==> src/rtl/serial_adder_subtractor.sv <==
// Bit-serial adder/subtractor.
// One full-adder cell processes one bit per clock, LSB first. Subtraction
// is a + ~b + 1: the b input of the cell is inverted by opcode and the carry
// register is seeded with opcode on acceptance.
//
// Handshake: start is sampled only while ready=1. The edge that sees
// ready=1 and start=1 latches a, b and opcode. The operation then runs
// WIDTH clocks with busy=1, followed by a single cycle with done=1. result,
// cout and overflow change only on the edge that processes the MSB, and they
// hold until the next completion.
//
// The one-hot decodes ready/busy/done expose the FSM state directly.

module serial_adder_subtractor #(
  parameter int WIDTH = 8
) (
  input  logic             clk,
  input  logic             reset,
  input  logic             start,
  input  logic             opcode,
  input  logic [WIDTH-1:0] a,
  input  logic [WIDTH-1:0] b,
  output logic             ready,
  output logic             busy,
  output logic             done,
  output logic [WIDTH-1:0] result,
  output logic             cout,
  output logic             overflow
);

  localparam int CW = (WIDTH > 1) ? $clog2(WIDTH) : 1;
  localparam logic [CW-1:0] LAST_BIT = CW'(WIDTH - 1);

  typedef enum logic [1:0] {
    S_IDLE = 2'd0,
    S_RUN  = 2'd1,
    S_DONE = 2'd2
  } state_t;

  state_t r_state;
  state_t w_state_next;

  // r_a shifts right each bit; the freed MSB receives the new sum bit, so
  // after WIDTH shifts it holds the complete sum.
  logic [WIDTH-1:0] r_a;
  logic [WIDTH-1:0] r_b;
  logic             r_op;
  logic             r_carry;
  logic [CW-1:0]    r_cnt;
  logic [WIDTH-1:0] r_result;
  logic             r_cout;
  logic             r_ovf;

  logic w_accept;
  logic w_last;
  logic w_a_bit;
  logic w_b_in;
  logic w_sum;
  logic w_carry_next;

  assign w_accept     = (r_state == S_IDLE) && start;
  assign w_last       = (r_cnt == LAST_BIT);
  assign w_a_bit      = r_a[0];
  assign w_b_in       = r_b[0] ^ r_op;
  assign w_sum        = w_a_bit ^ w_b_in ^ r_carry;
  assign w_carry_next = (w_a_bit & w_b_in) | (w_a_bit & r_carry) | (w_b_in & r_carry);

  // State register; reset overrides everything including a same-edge start.
  always_ff @(posedge clk) begin
    if (reset) begin
      r_state <= S_IDLE;
    end else begin
      r_state <= w_state_next;
    end
  end

  // Next-state logic: IDLE -> RUN on start, RUN -> DONE on MSB, DONE -> IDLE.
  always_comb begin
    w_state_next = r_state;
    case (r_state)
      S_IDLE:  if (start) w_state_next = S_RUN;
      S_RUN:   if (w_last) w_state_next = S_DONE;
      S_DONE:  w_state_next = S_IDLE;
      default: w_state_next = S_IDLE;
    endcase
  end

  // Operand capture, per-bit shifting and carry propagation.
  always_ff @(posedge clk) begin
    if (reset) begin
      r_a     <= '0;
      r_b     <= '0;
      r_op    <= 1'b0;
      r_carry <= 1'b0;
      r_cnt   <= '0;
    end else if (w_accept) begin
      r_a     <= a;
      r_b     <= b;
      r_op    <= opcode;
      r_carry <= opcode;
      r_cnt   <= '0;
    end else if (r_state == S_RUN) begin
      r_a     <= {w_sum, r_a[WIDTH-1:1]};
      r_b     <= {1'b0, r_b[WIDTH-1:1]};
      r_carry <= w_carry_next;
      r_cnt   <= w_last ? '0 : r_cnt + 1'b1;
    end
  end

  // Visible results update only on the edge that processes the MSB.
  always_ff @(posedge clk) begin
    if (reset) begin
      r_result <= '0;
      r_cout   <= 1'b0;
      r_ovf    <= 1'b0;
    end else if ((r_state == S_RUN) && w_last) begin
      r_result <= {w_sum, r_a[WIDTH-1:1]};
      r_cout   <= w_carry_next;
      // Carry into the MSB is the current carry register.
      r_ovf    <= r_carry ^ w_carry_next;
    end
  end

  assign ready    = (r_state == S_IDLE);
  assign busy     = (r_state == S_RUN);
  assign done     = (r_state == S_DONE);
  assign result   = r_result;
  assign cout     = r_cout;
  assign overflow = r_ovf;

endmodule

==> config.mk <==
export PLATFORM = sky130hd
export DESIGN_NAME = serial_adder_subtractor
export DESIGN_NICKNAME = d
export VERILOG_FILES = /design/src/rtl/serial_adder_subtractor.sv
export SDC_FILE = /design/constraint.sdc
export NUM_CORES = 1
export LEC_CHECK = 0
export ABC_AREA = 1
export CAP_MARGIN = 30
export CORE_MARGIN = 5
export CORE_UTILIZATION = 40
export DETAILED_ROUTE_END_ITERATION = 10
export GPL_ROUTABILITY_DRIVEN = 1
export PLACE_DENSITY = 0.72
export SYNTH_ARGS = -nofsm -noshare
export SYNTH_HDL_FRONTEND = slang
export SYNTH_SLANG_ARGS = --single-unit
==> constraint.sdc <==
create_clock -name clk -period 2 [get_ports clk]
set_clock_uncertainty 0.15 [all_clocks]
set_input_delay 0.4 -clock clk [delete_from_list [all_inputs] [get_ports clk]]
set_output_delay 0.4 -clock clk [all_outputs]
set_load 0.02 [all_outputs]
==> results of run 1 <==
[synthesized netlist by cell type, drive strengths merged]
master and count:
ha 2, buf 7, fa 1, clkbuf 1, nand4 1, nand2 72
inv 24, o21ai 4, dfxtp 33, nor2 38, a21oi 5, xnor2 2
nand3 29, dlymetal6s2s 1
[metrics by stage]
step	setup WS [ns]	instance area, sq um	hold WS (ns)
global route	0.1031	1959	0.3417
global placement	0.2629	1877	0.3011
floorplan	0.5616	1523	0.2858
finish	0.2184	1959	0.3150
CTS	0.01454	1957	0.3133
detailed placement	0.2480	1877	0.3043
[sequential cells by signal (all words and copies together), names as in the netlist]
register / count
r_b: 8
overflow: 1
r_a: 8
cout: 1
r_cnt: 3
result: 8
r_state: 2
r_carry: 1
r_op: 1
[worst register-to-register path: stages, from the launching register on]
cell	delay (ns)
dfxtp_1	0.32
xnor2_1	0.15
fa_1	0.50
inv_1	0.05
nand2_1	0.06
nand2_1	0.05
nor2_1	0.09
nor2_1	0.04
[worst max path at each step]
stage	endpoint	slack [ns]	cells past startpoint	start
final	busy	0.22	3	r_state[0]
after global routing	busy	0.10	3	r_state[0]
after CTS	ready	0.01	2	r_state[0]
after detailed placement	busy	0.25	3	r_state[0]
after global placement	busy	0.26	3	r_state[0]
after floorplan	r_a[7]	0.56	7	r_op
[report_power, final]
group / switching (W) / internal, W
Clock: 0.000235 / 0.000241
Sequential: 0.0000195 / 0.000685
Combinational: 0.000104 / 0.0000940
[layer usage]
| layer | wire length [um] | share of wire, % | up-vias |
|---|---|---|---|
| met5 | 0 | 0 | - |
| met4 | 36 | 1.1 | 0 |
| met3 | 214 | 6.6 | 6 |
| met2 | 1409 | 44 | 35 |
| met1 | 1562 | 48 | 583 |
| li1 | - | - | 751 |
[area by class of cell]
class / count / area, sq um
tap: 48 / 60.06
fill: 401 / 1729
inverter: 24 / 90.09
multi-input combinational: 154 / 680.7
sequential: 33 / 660.6
clock buffer: 6 / 72.57
timing repair buffer: 39 / 385.4
clock inverter: 2 / 10.01
[logic make-up (layout without fill, tap and decap cells)]
group           after synthesis  count (layout)  synth area share [%]
fa+ha+maj                     3               3                 2.958
simple gates                140             140                 37.39
compound gates                9               9                 3.204
flops                        33              33                 43.39
xor+xnor                      2               2                 1.151
buf+inv                      33              71                 11.91
[timing repair]
item | in CTS | in global routing
hold buffers | 0 | 0
hold endpoints to repair | 0 | 0
setup buffers | 0 | 0
gates cloned | 0 | 0
resized for setup | 2 | 1
endpoints found under the setup margin | 2 | 1
==> results.yml, run 1 <==
critical_path:
  r2r-start: "r_op"
  critPathMaxStageDelay_ns: 0.44
  crit_required_ns: 1.45
  cp-end-kind: "output port"
  reg2reg_depth: 7
  r2r_slack_ns: 0.50
  critPathSlowestCell: "dfxtp_1"
  path_class: "reg2out"
  worstPathArrival_ns: 1.23
  crit_chain: "inv_1, nor2_1, dlygate4sd2_1"
  worst-path-buf-inv: 2
  r2r_end: "r_a[7]"
  cp_max_fo: 5
  critPathTopFamily: "flip-flops"
  cp-start-kind: "register"
global_routing:
  globalRouteMet1Util_pct: 18.07
  grt_pass1_vias: 1194
  grtUsageMet3_pct: 4.769
  overflow: 0
  grt-busiest-layer: "met2"
  grt_max_degree: 20
  grt_usage_pct: 13.30
  groute.layer.met2.usage_pct: 19.80
  grt_pass1_wl_mm: 5.444
  antenna_found_initial: 0
min_path:
  holdCritStartpoint: "r_b[7]"
  worst_hold_path_type: "reg2reg"
  worstHoldPathCells: 2
  holdPathEnd: "r_b[7]"
finish:
  area_growth_pct: 28.68
  final_cells: 306
  final_cell_mix: "nand2_1 (72), nor2_1 (36), dfxtp_1 (33), nand3_1 (29), clkdlybuf4s50_1 (29)"
  final_core_util_pct: 53.12
  num_antenna_cells: 0
  nets: 280
  final_common_cell: "nand2_1"
  drive_above_1_share_pct: 7.364
synth:
  synth_nets: 243
  synth_area_leader_cell: "dfxtp_1"
  yosys_warnings: 0
  synth_cell_types: 19
  ys_ff_latch: 33
  avgSynthCellArea_sq_um: 6.921
  netlist_area_sq_um: 1523
  synthTopCellsByArea: "dfxtp_1 (43%), nand2_1 (18%), nand3_1 (9.5%)"
  syn_inst: 220
  synth_top_area_share_pct: 43.39
  ys_seq_area_share_pct: 43.39
floorplanning:
  io_pins: 33
  die_h_um: 71.70
  coreArea_sq_um: 3689
  rows: 22
  dieWidth_um: 71.70
  fp.dieArea_sq_um: 5141
  start_util_pct: 41.28
route:
  drt_iter0_drc: 69
  drtPass1Iterations: 4
  ant_nets: 0
  drc: 0
  vias_per_cell: 4.493
  wire_per_inst_um: 10.53
  via_count: 1375
  wirelength_mm: 3.222
power:
  ir_worst_vdd_uv: 397.9
  p_total_w: 0.001378
  p_leak_nw: 0.9899
  p_per_area_nw_per_um2: 703.2
cts:
  cts-htree-levels: 2
  clock_tree.buffer_depth: 2
  cts_buffers: 5
  cts_root_buf: "clkbuf_8"
  clkTransAtPathRegs_ns: 0.06
  clock_latency_ns: 0.28
  numClockSinks: 33
  cts_tree: "done"
sta:
  grt_setup_unrepaired: "false"
  setup_tns_ns: 0
  maxClockFrequency_ghz: 0.5613
  period_share_pct: 89.08
  worst_pin_slew_ns: 0.2268
  maxSlewHeadroom_pct: 84.85
  finalHoldViolations: 0
  finalCriticalPeriod_ns: 1.782
  slew_violations: 0
  setup_viol: 0
placement:
  place_inst: 298
  dp_hpwl_mm: 2.308
  gp_congestion: 0.7709
  io_buffers: 32
outcome:
  outcome: "completed"
flow_run:
  drv_cap: 0
Power figures use the tool's default switching activity.
==> inputs of run 2 (changes only) <==
CORE_UTILIZATION = 49   (was 40)
PLACE_DENSITY = 0.85   (was 0.72)
==> results.yml, run 2 (synthesis gave the netlist of run 1 again) <==
outcome:
  outcome: "completed"
route:
  top_layer: "met4"
  drt_iter0_drc: 80
  via_count: 1429
  wl_met2_mm: 1.516
  wl_met3_um: 209
  vias_per_cell: 4.732
  drc: 0
  wirelength_mm: 3.186
  ant_nets: 0
  wire_per_inst_um: 10.55
  wl_met1_mm: 1.385
  drtPass1Iterations: 4
global_routing:
  grt_max_degree: 20
  grt_pass1_vias: 1269
  grt_usage_pct: 16.24
  antenna_found_initial: 0
  grt_pass1_wl_mm: 5.313
  overflow: 0
placement:
  dp_hpwl_mm: 2.344
  gp_congestion: 0.7697
  io_buffers: 32
sta:
  finalHoldViolations: 0
  setup_tns_ns: 0
  setup_viol: 0
  maxSlewHeadroom_pct: 80.01
  period_share_pct: 91.06
  slew_violations: 0
  fin_hold_ws_ns: 0.3205
  maxClockFrequency_ghz: 0.5491
  finalCriticalPeriod_ns: 1.821
  grt_setup_unrepaired: "false"
  worst_pin_slew_ns: 0.2995
min_path:
  worst_hold_path_type: "reg2reg"
  worstHoldPathCells: 2
power:
  p_leak_nw: 0.9625
  switching_share_pct: 26.56
  pwr-share-comb_pct: 15.4
  ir_worst_vdd_uv: 432.7
  power_frac_seq_pct: 56.6
  clock_power_share_pct: 27.9
  p_per_area_nw_per_um2: 653.2
  p_int_w: 0.0009135
  p_switching_w: 0.0003303
finish:
  final_common_cell: "nand2_1"
  final_cell_mix: "nand2_1 (72), nor2_1 (36), dfxtp_1 (33), nand3_1 (29), clkdlybuf4s50_1 (29)"
  drive_above_1_share_pct: 6.589
  num_antenna_cells: 0
  area_growth_pct: 25.06
  nets: 280
cts:
  clock_latency_ns: 0.33
  clkTransAtPathRegs_ns: 0.10
  postCtsSetupRepairBufs: 0
  numClockSinks: 33
  cts_buffers: 5
  cts-htree-levels: 2
  cts_tree: "done"
  postCtsHoldBufs: 0
  postCtsResizedCells: 3
  clock_tree.buffer_depth: 2
  cts_root_buf: "clkbuf_4"
floorplanning:
  die_h_um: 65.75
  rows: 20
  coreArea_sq_um: 3028
  dieWidth_um: 65.75
  io_pins: 33
  start_util_pct: 50.29
  fp.dieArea_sq_um: 4322
critical_path:
  cp_max_fo: 5
  path_class: "reg2out"
  worstPathArrival_ns: 1.27
  crit_required_ns: 1.45
  cp-start-kind: "register"
  cp-end-kind: "output port"
  reg2reg_depth: 7
flow_run:
  drv_cap: 0
[run 2: cell types whose count changed in the layout (fill, tap and decap cells not counted)]
cell / previous run / this run
clkbuf_4: 0 / 5
clkbuf_8: 5 / 0
dlygate4sd2_1: 2 / 3
clkinv_2: 2 / 0
buf_12: 1 / 0
buf_4: 6 / 7
clkbuf_1: 1 / 3
dlymetal6s2s_1: 1 / 0
[run 2: worst max-delay path, cell delays in order, from the launching register on]
cell and delay (ns):
dfxtp_1 0.42, inv_1 0.06, nor2_1 0.12, dlygate4sd2_1 0.35
[run 2: per-layer routing]
metal,vias up,track usage (%)
met5,-,0
met4,0,8.549
met3,7,4.274
met2,41,26.91
met1,626,18.99
li1,755,-
[run 2: final timing paths]
kind,startpoint,endpoint,slack [ns]
worst max-delay path,r_state[0],busy,0.18
worst min-delay path,r_b[7],r_b[7],0.32
worst max register to register,r_op,r_a[7],0.47
worst min register to register,r_b[7],r_b[7],0.32
[run 2: layout make-up]
type / count / area (sq um)
fillers: 294 / 1124
well taps: 44 / 55.05
repair buffers: 39 / 369.1
multi-input cells: 154 / 680.7
inverters: 24 / 90.09
clock buffers: 8 / 48.80
flip-flops and latches: 33 / 660.6
[run 2: through the flow]
| step | power [W] | util (%) | instances | instance area (sq um) | worst slack, ns |
|---|---|---|---|---|---|
| finish | 0.001244 | 62.89 | 302 | 1904 | 0.1787 |
| global route | 0.001318 | 62.89 | 302 | 1904 | 0.05008 |
| CTS | 0.001256 | 62.89 | 302 | 1904 | 0.1570 |
| detailed placement | 0.0009136 | 61.41 | 294 | 1859 | 0.2247 |
| global placement | 0.0009086 | 61.41 | 294 | 1859 | 0.2642 |
| floorplan | 0.0008456 | - | 220 | 1523 | 0.5616 |
[run 2: power groups by stage]
stage | combinational (W) | clock, W | sequential [W]
after CTS | 0.000193 | 0.000359 | 0.000704
after global routing | 0.000217 | 0.000393 | 0.000707
after floorplan | 0.000131 | 0 | 0.000714
after global placement | 0.000191 | 0 | 0.000718
after detailed placement | 0.000194 | 0 | 0.000719
final | 0.000192 | 0.000348 | 0.000705
==> inputs of run 3 (changes only) <==
CELL_PAD_IN_SITES_DETAIL_PLACEMENT = 1   (was default)
CELL_PAD_IN_SITES_GLOBAL_PLACEMENT = 2   (was default)
CORE_UTILIZATION = 27   (was 49)
==> results.yml, run 3 (synthesis gave the netlist of run 1 again) <==
cts:
  cts_tree: "done"
  clock_tree.buffer_depth: 2
  postCtsHoldBufs: 0
  cts_root_buf: "clkbuf_8"
  cts-htree-levels: 2
  clock_latency_ns: 0.28
  cts_buffers: 5
  clkTransAtPathRegs_ns: 0.06
  numClockSinks: 33
placement:
  place_area_sq_um: 1907
  dp_slack_ns: 0.2417
  gp_congestion: 0.7331
  dp_hpwl_mm: 2.928
  place_inst: 322
  io_buffers: 32
sta:
  finalHoldViolations: 0
  setup_viol: 0
  period_share_pct: 88.02
  finalCriticalPeriod_ns: 1.760
  maxClockFrequency_ghz: 0.5680
  maxSlewHeadroom_pct: 84.76
  grt_setup_unrepaired: "false"
  setup_tns_ns: 0
  slew_violations: 0
  fin_ws_ns: 0.2396
  worst_pin_slew_ns: 0.2282
min_path:
  worst_hold_path_type: "reg2reg"
  worstHoldPathCells: 2
flow_run:
  drv_cap: 0
finish:
  final_common_cell: "nand2_1"
  final_cell_mix: "nand2_1 (72), nor2_1 (36), dfxtp_1 (33), nand3_1 (29), clkdlybuf4s50_1 (29)"
  num_antenna_cells: 0
  final_cells: 330
  design_area_sq_um: 1987
  area_growth_pct: 30.49
  nets: 280
  drive_above_1_share_pct: 6.589
route:
  vias_per_cell: 4.312
  wl_met3_um: 169
  drt_iter0_drc: 40
  drtPass1Iterations: 4
  wl_met2_mm: 1.876
  drc: 0
  wirelength_mm: 3.966
  via_count: 1423
  wire_per_inst_um: 12.02
  top_layer: "met4"
  ant_nets: 0
  wl_met1_mm: 1.885
floorplanning:
  io_pins: 33
  die_h_um: 85.10
  rows: 27
  fp.dieArea_sq_um: 7241
  start_util_pct: 27.65
  dieWidth_um: 85.10
  coreArea_sq_um: 5507
power:
  ir_worst_vdd_uv: 220.1
  p_total_w: 0.001386
  p_leak_nw: 0.9845
  p_per_area_nw_per_um2: 697.6
critical_path:
  path_class: "reg2out"
  cp-start-kind: "register"
  reg2reg_depth: 7
  crit_end: "busy"
  crit_required_ns: 1.45
  r2r_end: "r_a[7]"
  critPathLaunch: "r_state[0]"
  worstPathArrival_ns: 1.21
  cp-end-kind: "output port"
  r2r_slack_ns: 0.46
  cp_max_fo: 5
  r2r-start: "r_carry"
global_routing:
  antenna_found_initial: 0
  grt_usage_pct: 11.69
  overflow: 0
  grt_max_degree: 20
  grt_pass1_wl_mm: 6.748
  grt_pass1_vias: 1436
outcome:
  outcome: "completed"
run 3: cell types whose count changed in the layout (fill, tap and decap cells not counted):
cell / before / now
buf_12: 0 / 1
dlymetal6s2s_1: 0 / 1
clkbuf_4: 5 / 0
buf_4: 7 / 6
dlygate4sd2_1: 3 / 2
clkbuf_8: 0 / 5
run 3: area by class of cell:
| cell class | count | area [sq um] |
|---|---|---|
| Multi-Input combinational cell | 154 | 680.7 |
| Clock buffer | 8 | 80.08 |
| Fill cell | 698 | 3520 |
| Sequential cell | 33 | 660.6 |
| Inverter | 24 | 90.09 |
| Timing Repair Buffer | 39 | 385.4 |
| Tap cell | 72 | 90.09 |
run 3: critical path, stage by stage (launching register included):
cell and delay [ns]:
dfxtp_1 0.42, inv_1 0.06, nor2_1 0.11, dlygate4sd2_1 0.34
run 3: stage by stage:
step,utilization [%],hold WS [ns]
after detailed placement,34.63,0.3125
after CTS,36.04,0.3245
after floorplan,-,0.2858
after global routing,36.08,0.3409
final,36.08,0.3208
after global placement,34.63,0.2985
run 3: worst min path at each step:
stage / start / slack (ns) / endpoint
3_5_place_dp: r_b[7] / 0.31 / r_b[7]
4_1_cts: result[2] / 0.32 / result[2]
3_3_place_gp: r_b[7] / 0.30 / r_b[7]
6_report: result[2] / 0.32 / result[2]
2_1_floorplan: r_b[7] / 0.29 / r_b[7]
5_1_grt: result[2] / 0.34 / result[2]
run 3: repair_timing:
| item | in CTS | in global routing |
|---|---|---|
| resized for setup | 2 | 1 |
| setup endpoints to repair | 2 | 1 |
| hold endpoints to repair | 0 | 0 |
| setup buffers | 0 | 0 |
run 3: report_power, final:
group | internal, W | leakage [nW] | switching (W)
Sequential | 0.000685 | 0.269 | 0.0000210
Combinational | 0.0000941 | 0.676 | 0.000110
Clock | 0.000247 | 0.0395 | 0.000229
Total | 0.00103 | 0.984 | 0.000360
run 3: per-layer routing:
metal / global-route usage, % / vias up
met5: 0 / -
met4: 3.453 / 0
met3: 3.495 / 4
met2: 20.13 / 22
met1: 13.96 / 651
li1: - / 746
